==> src/rtl/sobol_idx_gen.sv <==
// -----------------------------------------------------------------------------
// sobol_idx_gen
//
// Upstream scheduler for the Sobol stage. A run is started with a one-cycle
// i_start pulse. It then issues (idx, dim) request pairs over a valid/ready
// handshake in path-major, dimension-minor order:
//   for p in 0..np-1: for d in 0..nd-1: emit (base + p, d)
// At most one pair is issued per cycle. There is no bubble between accepted
// pairs. The end of each run, normal or aborted, is marked by a one-cycle
// o_done pulse.
//
// Optional feature: when SOBOL_IDX_SKIP_EN is defined, the port i_skip_in is
// added. Its value is latched on start and used as the base index. Without the
// macro the base index is 0.
//
// Ports
//   clk           in   system clock
//   rst_n         in   asynchronous active-low reset
//   i_start       in   start pulse, honoured only in IDLE
//   i_num_paths   in   [WIDTH]        number of paths (indices) to issue
//   i_num_dims    in   [clog2(M+1)]   dimensions per path, clamped to M
//   i_skip_in     in   [WIDTH]        base index (SOBOL_IDX_SKIP_EN only)
//   i_abort       in   terminates an active run
//   o_valid_out   out  request valid
//   i_ready_in    in   downstream accept
//   o_idx_out     out  [WIDTH]        Sobol index
//   o_dim_out     out  [clog2(M)]     dimension
//   o_busy        out  high while in RUN
//   o_done        out  one-cycle end-of-run pulse
// -----------------------------------------------------------------------------
module sobol_idx_gen #(
    parameter int WIDTH = 32,
    parameter int M     = 50
) (
    input  logic                       clk,
    input  logic                       rst_n,
    input  logic                       i_start,
    input  logic [WIDTH-1:0]           i_num_paths,
    input  logic [$clog2(M+1)-1:0]     i_num_dims,
`ifdef SOBOL_IDX_SKIP_EN
    input  logic [WIDTH-1:0]           i_skip_in,
`endif
    input  logic                       i_abort,
    output logic                       o_valid_out,
    input  logic                       i_ready_in,
    output logic [WIDTH-1:0]           o_idx_out,
    output logic [$clog2(M)-1:0]       o_dim_out,
    output logic                       o_busy,
    output logic                       o_done
);

    localparam int DW  = $clog2(M);
    localparam int NDW = $clog2(M+1);

    typedef enum logic [1:0] {
        S_IDLE = 2'd0,
        S_RUN  = 2'd1,
        S_DONE = 2'd2
    } state_t;

    state_t           r_state, w_state_next;
    logic [WIDTH-1:0] r_np,    w_np_next;
    logic [NDW-1:0]   r_nd,    w_nd_next;
    logic [WIDTH-1:0] r_base,  w_base_next;
    logic [WIDTH-1:0] r_path_cnt, w_path_next;
    logic [DW-1:0]    r_dim_cnt,  w_dim_next;
    logic             r_valid, w_valid_next;
    logic [WIDTH-1:0] r_idx,   w_idx_next;

    logic [WIDTH-1:0] w_base_in;
    logic [NDW-1:0]   w_nd_clamped;
    logic             w_accept;
    logic             w_last_dim;
    logic             w_last_path;

`ifdef SOBOL_IDX_SKIP_EN
    assign w_base_in = i_skip_in;
`else
    assign w_base_in = '0;
`endif

    assign w_nd_clamped = (i_num_dims > NDW'(M)) ? NDW'(M) : i_num_dims;
    assign w_accept     = r_valid & i_ready_in;
    assign w_last_dim   = (NDW'(r_dim_cnt) == (r_nd - NDW'(1)));
    assign w_last_path  = (r_path_cnt == (r_np - WIDTH'(1)));

    always_comb begin
        w_state_next = r_state;
        w_np_next    = r_np;
        w_nd_next    = r_nd;
        w_base_next  = r_base;
        w_path_next  = r_path_cnt;
        w_dim_next   = r_dim_cnt;
        w_valid_next = r_valid;
        w_idx_next   = r_idx;

        case (r_state)
            S_IDLE: begin
                if (i_start) begin
                    w_np_next   = i_num_paths;
                    w_nd_next   = w_nd_clamped;
                    w_base_next = w_base_in;
                    w_path_next = '0;
                    w_dim_next  = '0;
                    w_idx_next  = w_base_in;
                    if ((i_num_paths == '0) || (w_nd_clamped == '0)) begin
                        w_state_next = S_DONE;
                    end else begin
                        w_state_next = S_RUN;
                        w_valid_next = 1'b1;
                    end
                end
            end

            S_RUN: begin
                // Abort wins over advancing; a pair accepted on the same edge
                // is already delivered downstream and needs no bookkeeping.
                if (i_abort) begin
                    w_valid_next = 1'b0;
                    w_state_next = S_DONE;
                end else if (w_accept) begin
                    if (w_last_dim && w_last_path) begin
                        w_valid_next = 1'b0;
                        w_state_next = S_DONE;
                    end else if (!w_last_dim) begin
                        w_dim_next = r_dim_cnt + DW'(1);
                    end else begin
                        w_dim_next  = '0;
                        w_path_next = r_path_cnt + WIDTH'(1);
                        // Index wraps modulo 2^WIDTH by construction.
                        w_idx_next  = r_base + r_path_cnt + WIDTH'(1);
                    end
                end
            end

            S_DONE: begin
                w_state_next = S_IDLE;
            end

            default: begin
                w_state_next = S_IDLE;
                w_valid_next = 1'b0;
            end
        endcase
    end

    always_ff @(posedge clk or negedge rst_n) begin
        if (!rst_n) begin
            r_state    <= S_IDLE;
            r_np       <= '0;
            r_nd       <= '0;
            r_base     <= '0;
            r_path_cnt <= '0;
            r_dim_cnt  <= '0;
            r_valid    <= 1'b0;
            r_idx      <= '0;
        end else begin
            r_state    <= w_state_next;
            r_np       <= w_np_next;
            r_nd       <= w_nd_next;
            r_base     <= w_base_next;
            r_path_cnt <= w_path_next;
            r_dim_cnt  <= w_dim_next;
            r_valid    <= w_valid_next;
            r_idx      <= w_idx_next;
        end
    end

    assign o_valid_out = r_valid;
    assign o_idx_out   = r_idx;
    assign o_dim_out   = r_dim_cnt;
    assign o_busy      = (r_state == S_RUN);
    assign o_done      = (r_state == S_DONE);

endmodule

==> config.mk <==
export PLATFORM = sky130hd
export DESIGN_NAME = sobol_idx_gen
export DESIGN_NICKNAME = d
export VERILOG_FILES = /design/src/rtl/sobol_idx_gen.sv
export SDC_FILE = /design/constraint.sdc
export NUM_CORES = 1
export LEC_CHECK = 0
export CAP_MARGIN = 10
export CORE_AREA = 2 2 108 110
export DETAILED_ROUTE_END_ITERATION = 7
export DIE_AREA = 0 0 110 112
export PLACE_DENSITY_LB_ADDON = 0.25
export SLEW_MARGIN = 20
export SYNTH_ARGS = -nofsm -noshare
export SYNTH_HDL_FRONTEND = slang
export SYNTH_SLANG_ARGS = --single-unit
==> constraint.sdc <==
create_clock -name clk -period 3.1 [get_ports clk]
set_clock_uncertainty 0.15 [all_clocks]
set_input_delay 0.465 -clock clk [delete_from_list [all_inputs] [get_ports clk]]
set_output_delay 0.465 -clock clk [all_outputs]
set_load 0.02 [all_outputs]
==> metrics <==
Final Max Slew Viols=0; crit path from=r_np[0]; most common cell in the netlist=nand2_1; DRC=0; worst rel slew slack=47.8%; vias in the first global route=5684; routability cong.=just over 0.9; crit path kind=flip-flop to flip-flop; syn_area_per_cell=8.24 sq um; Synth top area share=37.2%; Initial Util=47.6%; most frequent cells after synthesis=nand2_1 (134), dfrtp_1 (79), nor2_1 (42); arrival time worst endpoint=3600 ps; EDFF count, synth=0; share of synthesized registers carrying an async set or reset=100%; Overflow after GRT=0; total CTS buffers=9; Yosys Warn Count=0; initial DRC count=359; port bufs=83; CP Launch Type=flip-flop; Max Cap Viol=0; drt total wl=18.6 mm; Skew-Pair Late Insertion Delay=350 ps; P_int=about 3.3 mW; layout net count=a little under 900; antenna violations before repair=0; switching power=2.35 mW; vias=5818; area post-placement=roughly 7000 sq um; Syn Std Cell Area=between 5000 and 6000 sq um; Fin Hold WS=-15.4 ps; die height=112 microns; LEAKAGE=~3.4 nW; WL/cell=19.1 microns; status=complete, but fails checks; Hold/Removal Path Class=input port to asynchronous set/reset pin; ys flop type=dfrtp_1; n_diodes=0; Area Growth Syn to Fin=42.5%; num rows=39; synth unique cells=around 70; CTS root buf=clkbuf_16; Final Setup Violations=41; Final Critical Period=3480 ps; H-tree levels=3; Worst-Margin Slew=slightly below 800 ps; filler instances=902; Reg power frac=27.9%; crit path capture type=flip-flop; Reg-to-Reg Start=r_np[0]; hold buffers post-CTS=0; Req. time, crit path=3220 ps; fin area=7580 sq um; ANT nets after route=0; # clock sinks=between 70 and 80; CTS tree=yes; Tcrit/Tclk final=112%; number of synthesized register bits=roughly 80; cell count after synthesis=~650; die area=12300 sq um; violated checks=hold timing, setup timing; largest cells by area after synthesis=dfrtp_1 (37%), nand2_1 (9.5%), xnor2_1 (3.6%); DRT Pass-1 Iters=6; share of cells above drive strength 1=between 20 and 25%; RSZ-0062 raised after global routing=true; peak supply drop=roughly 0.7 mV; total core area=~11000 sq um; Via-to-Cell Ratio=roughly 5.9; Total GRT Usage=30.5%; DP Cell Count=952; register area share after synthesis=37.2%; Die Wd=110 microns; largest net degree at the start of global routing=80; hpwl dp=roughly 13 mm; sw frac=41.7%; pwr/cell area=approximately 740 nW/um^2; final worst slack=-380 ps; hold violation count in the final report=5; Yosys top cell by area=dfrtp_1; CTS Buffer Depth=2; Post-Syn Nets=693; first-pass GRT wire length=28.8 mm; fmax=287 MHz; I/O Pins=84; Comb power frac=54.0%; peak fanout along the critical path=5; Final Non-Filler Cells=approximately 1000; clock-pin slew on the worst setup and hold paths=60 ps; Clk pwr share=between 15 and 20%
-- layout make-up --
type,count,area [sq um],area share [%]
Tap cell,143,179,2.36
Clock buffer,12,246,3.25
Multi-Input combinational cell,516,3270,43.2
Inverter,20,75.1,0.991
Clock inverter,4,30.0,0.396
Timing Repair Buffer,204,1800,23.7
Sequential cell,79,1980,26.1
-- registers in the layout, indices dropped and copies added, names as in the netlist --
register / flops
o_dim_out: 6
r_np: 32
r_state: 2
o_idx_out: 32
o_valid_out: 1
r_nd: 6
-- worst max-delay path, stage by stage (launching register included) --
cell and delay (ps):
dfrtp_1 420, inv_2 100, ha_4 130, nor3b_2 160, buf_4 140, nand4_1 210, buf_4 230, or3_1 350
a32oi_1 230, o2111ai_2 200, or4_4 520, a21oi_4 280, o21ai_2 100, a21oi_2 170
-- worst paths after layout --
kind	end	slack, ps	cells past startpoint
min in group clk	r_nd[5]	370	2
max reg2reg	o_idx_out[2]	-380	13
max	o_idx_out[2]	-380	13
min reg2reg	r_nd[5]	370	2
max in group asynchronous	r_np[12]	2270	1
min	r_np[4]	-20	1
-- power by group through the flow --
| stage | registers [mW] | clock network, mW | logic (mW) |
|---|---|---|---|
| 3_5_place_dp | 1.56 | 0 | 2.75 |
| 6_report | 1.57 | 1.02 | 3.04 |
| 5_1_grt | 1.60 | 1.07 | 3.29 |
| 4_1_cts | 1.56 | 1.03 | 2.91 |
| 2_1_floorplan | 1.57 | 0 | 1.56 |
| 3_3_place_gp | 1.55 | 0 | 2.70 |
-- through the flow --
step / TNS (ps) / hold slack, ps / setup WS [ps] / util (%) / total power, mW
2_1_floorplan: -4110 / 19.4 / -216 / - / 3.13
3_3_place_gp: -10160 / 340 / -372 / 62.6 / 4.25
3_5_place_dp: -13750 / 346 / -490 / 62.6 / 4.31
4_1_cts: -8640 / 180 / -297 / 66.8 / 5.50
5_1_grt: -16760 / 57.7 / -476 / 67.8 / 5.96
6_report: -11590 / -15.4 / -380 / 67.8 / 5.63
-- kinds of logic (layout without fill, tap and decap cells) --
logic type | after synthesis | in the layout | synth area share [%]
adder cells (fa/ha/maj) | 4 | 4 | 0.941
multiplexers | 6 | 6 | 1.15
XOR/XNOR | 42 | 42 | 6.91
AND/OR/NAND/NOR | 347 | 347 | 33.6
buffers and inverters | 52 | 240 | 5.17
flip-flops | 79 | 79 | 37.2
AO/OA/AOI/OAI | 116 | 117 | 15.1
-- cell usage in the layout, fill, tap and decap left out, types with 7 or more instances in the layout --
cell type,netlist,final
nand4_1,23,23
nor3_1,20,18
clkdlybuf4s50_1,0,82
a21o_1,10,10
or3_1,7,7
nand2b_1,9,9
nand2_1,134,133
inv_1,20,18
and3_1,10,10
nor4_1,23,20
a21oi_1,22,17
a31o_2,9,9
clkbuf_16,0,11
dfrtp_1,79,78
o21ai_0,22,16
or2_2,7,7
xor2_1,20,20
nor2_1,42,42
xnor2_1,22,22
buf_4,4,115
a31oi_1,8,8
or4_4,4,7
nand3_1,26,25
-- routing by layer --
layer / global-route usage (%) / vias up / share of wire, %
li1: - / 2690 / -
met3: 5.68 / 42 / 7.1
met1: 42.8 / 2818 / 44
met5: 0 / - / 0
met2: 47.9 / 268 / 47
met4: 9.03 / 0 / 2.3
-- what timing repair did --
item | 4_1_cts | 5_1_grt
buffers inserted | 7 | 0
pin swaps | 26 | 6
cloned | 1 | 2
resized for setup | 31 | 17
endpoints found under the setup margin | 41 | 41
No activity file was read; power rests on OpenSTA's default activity.
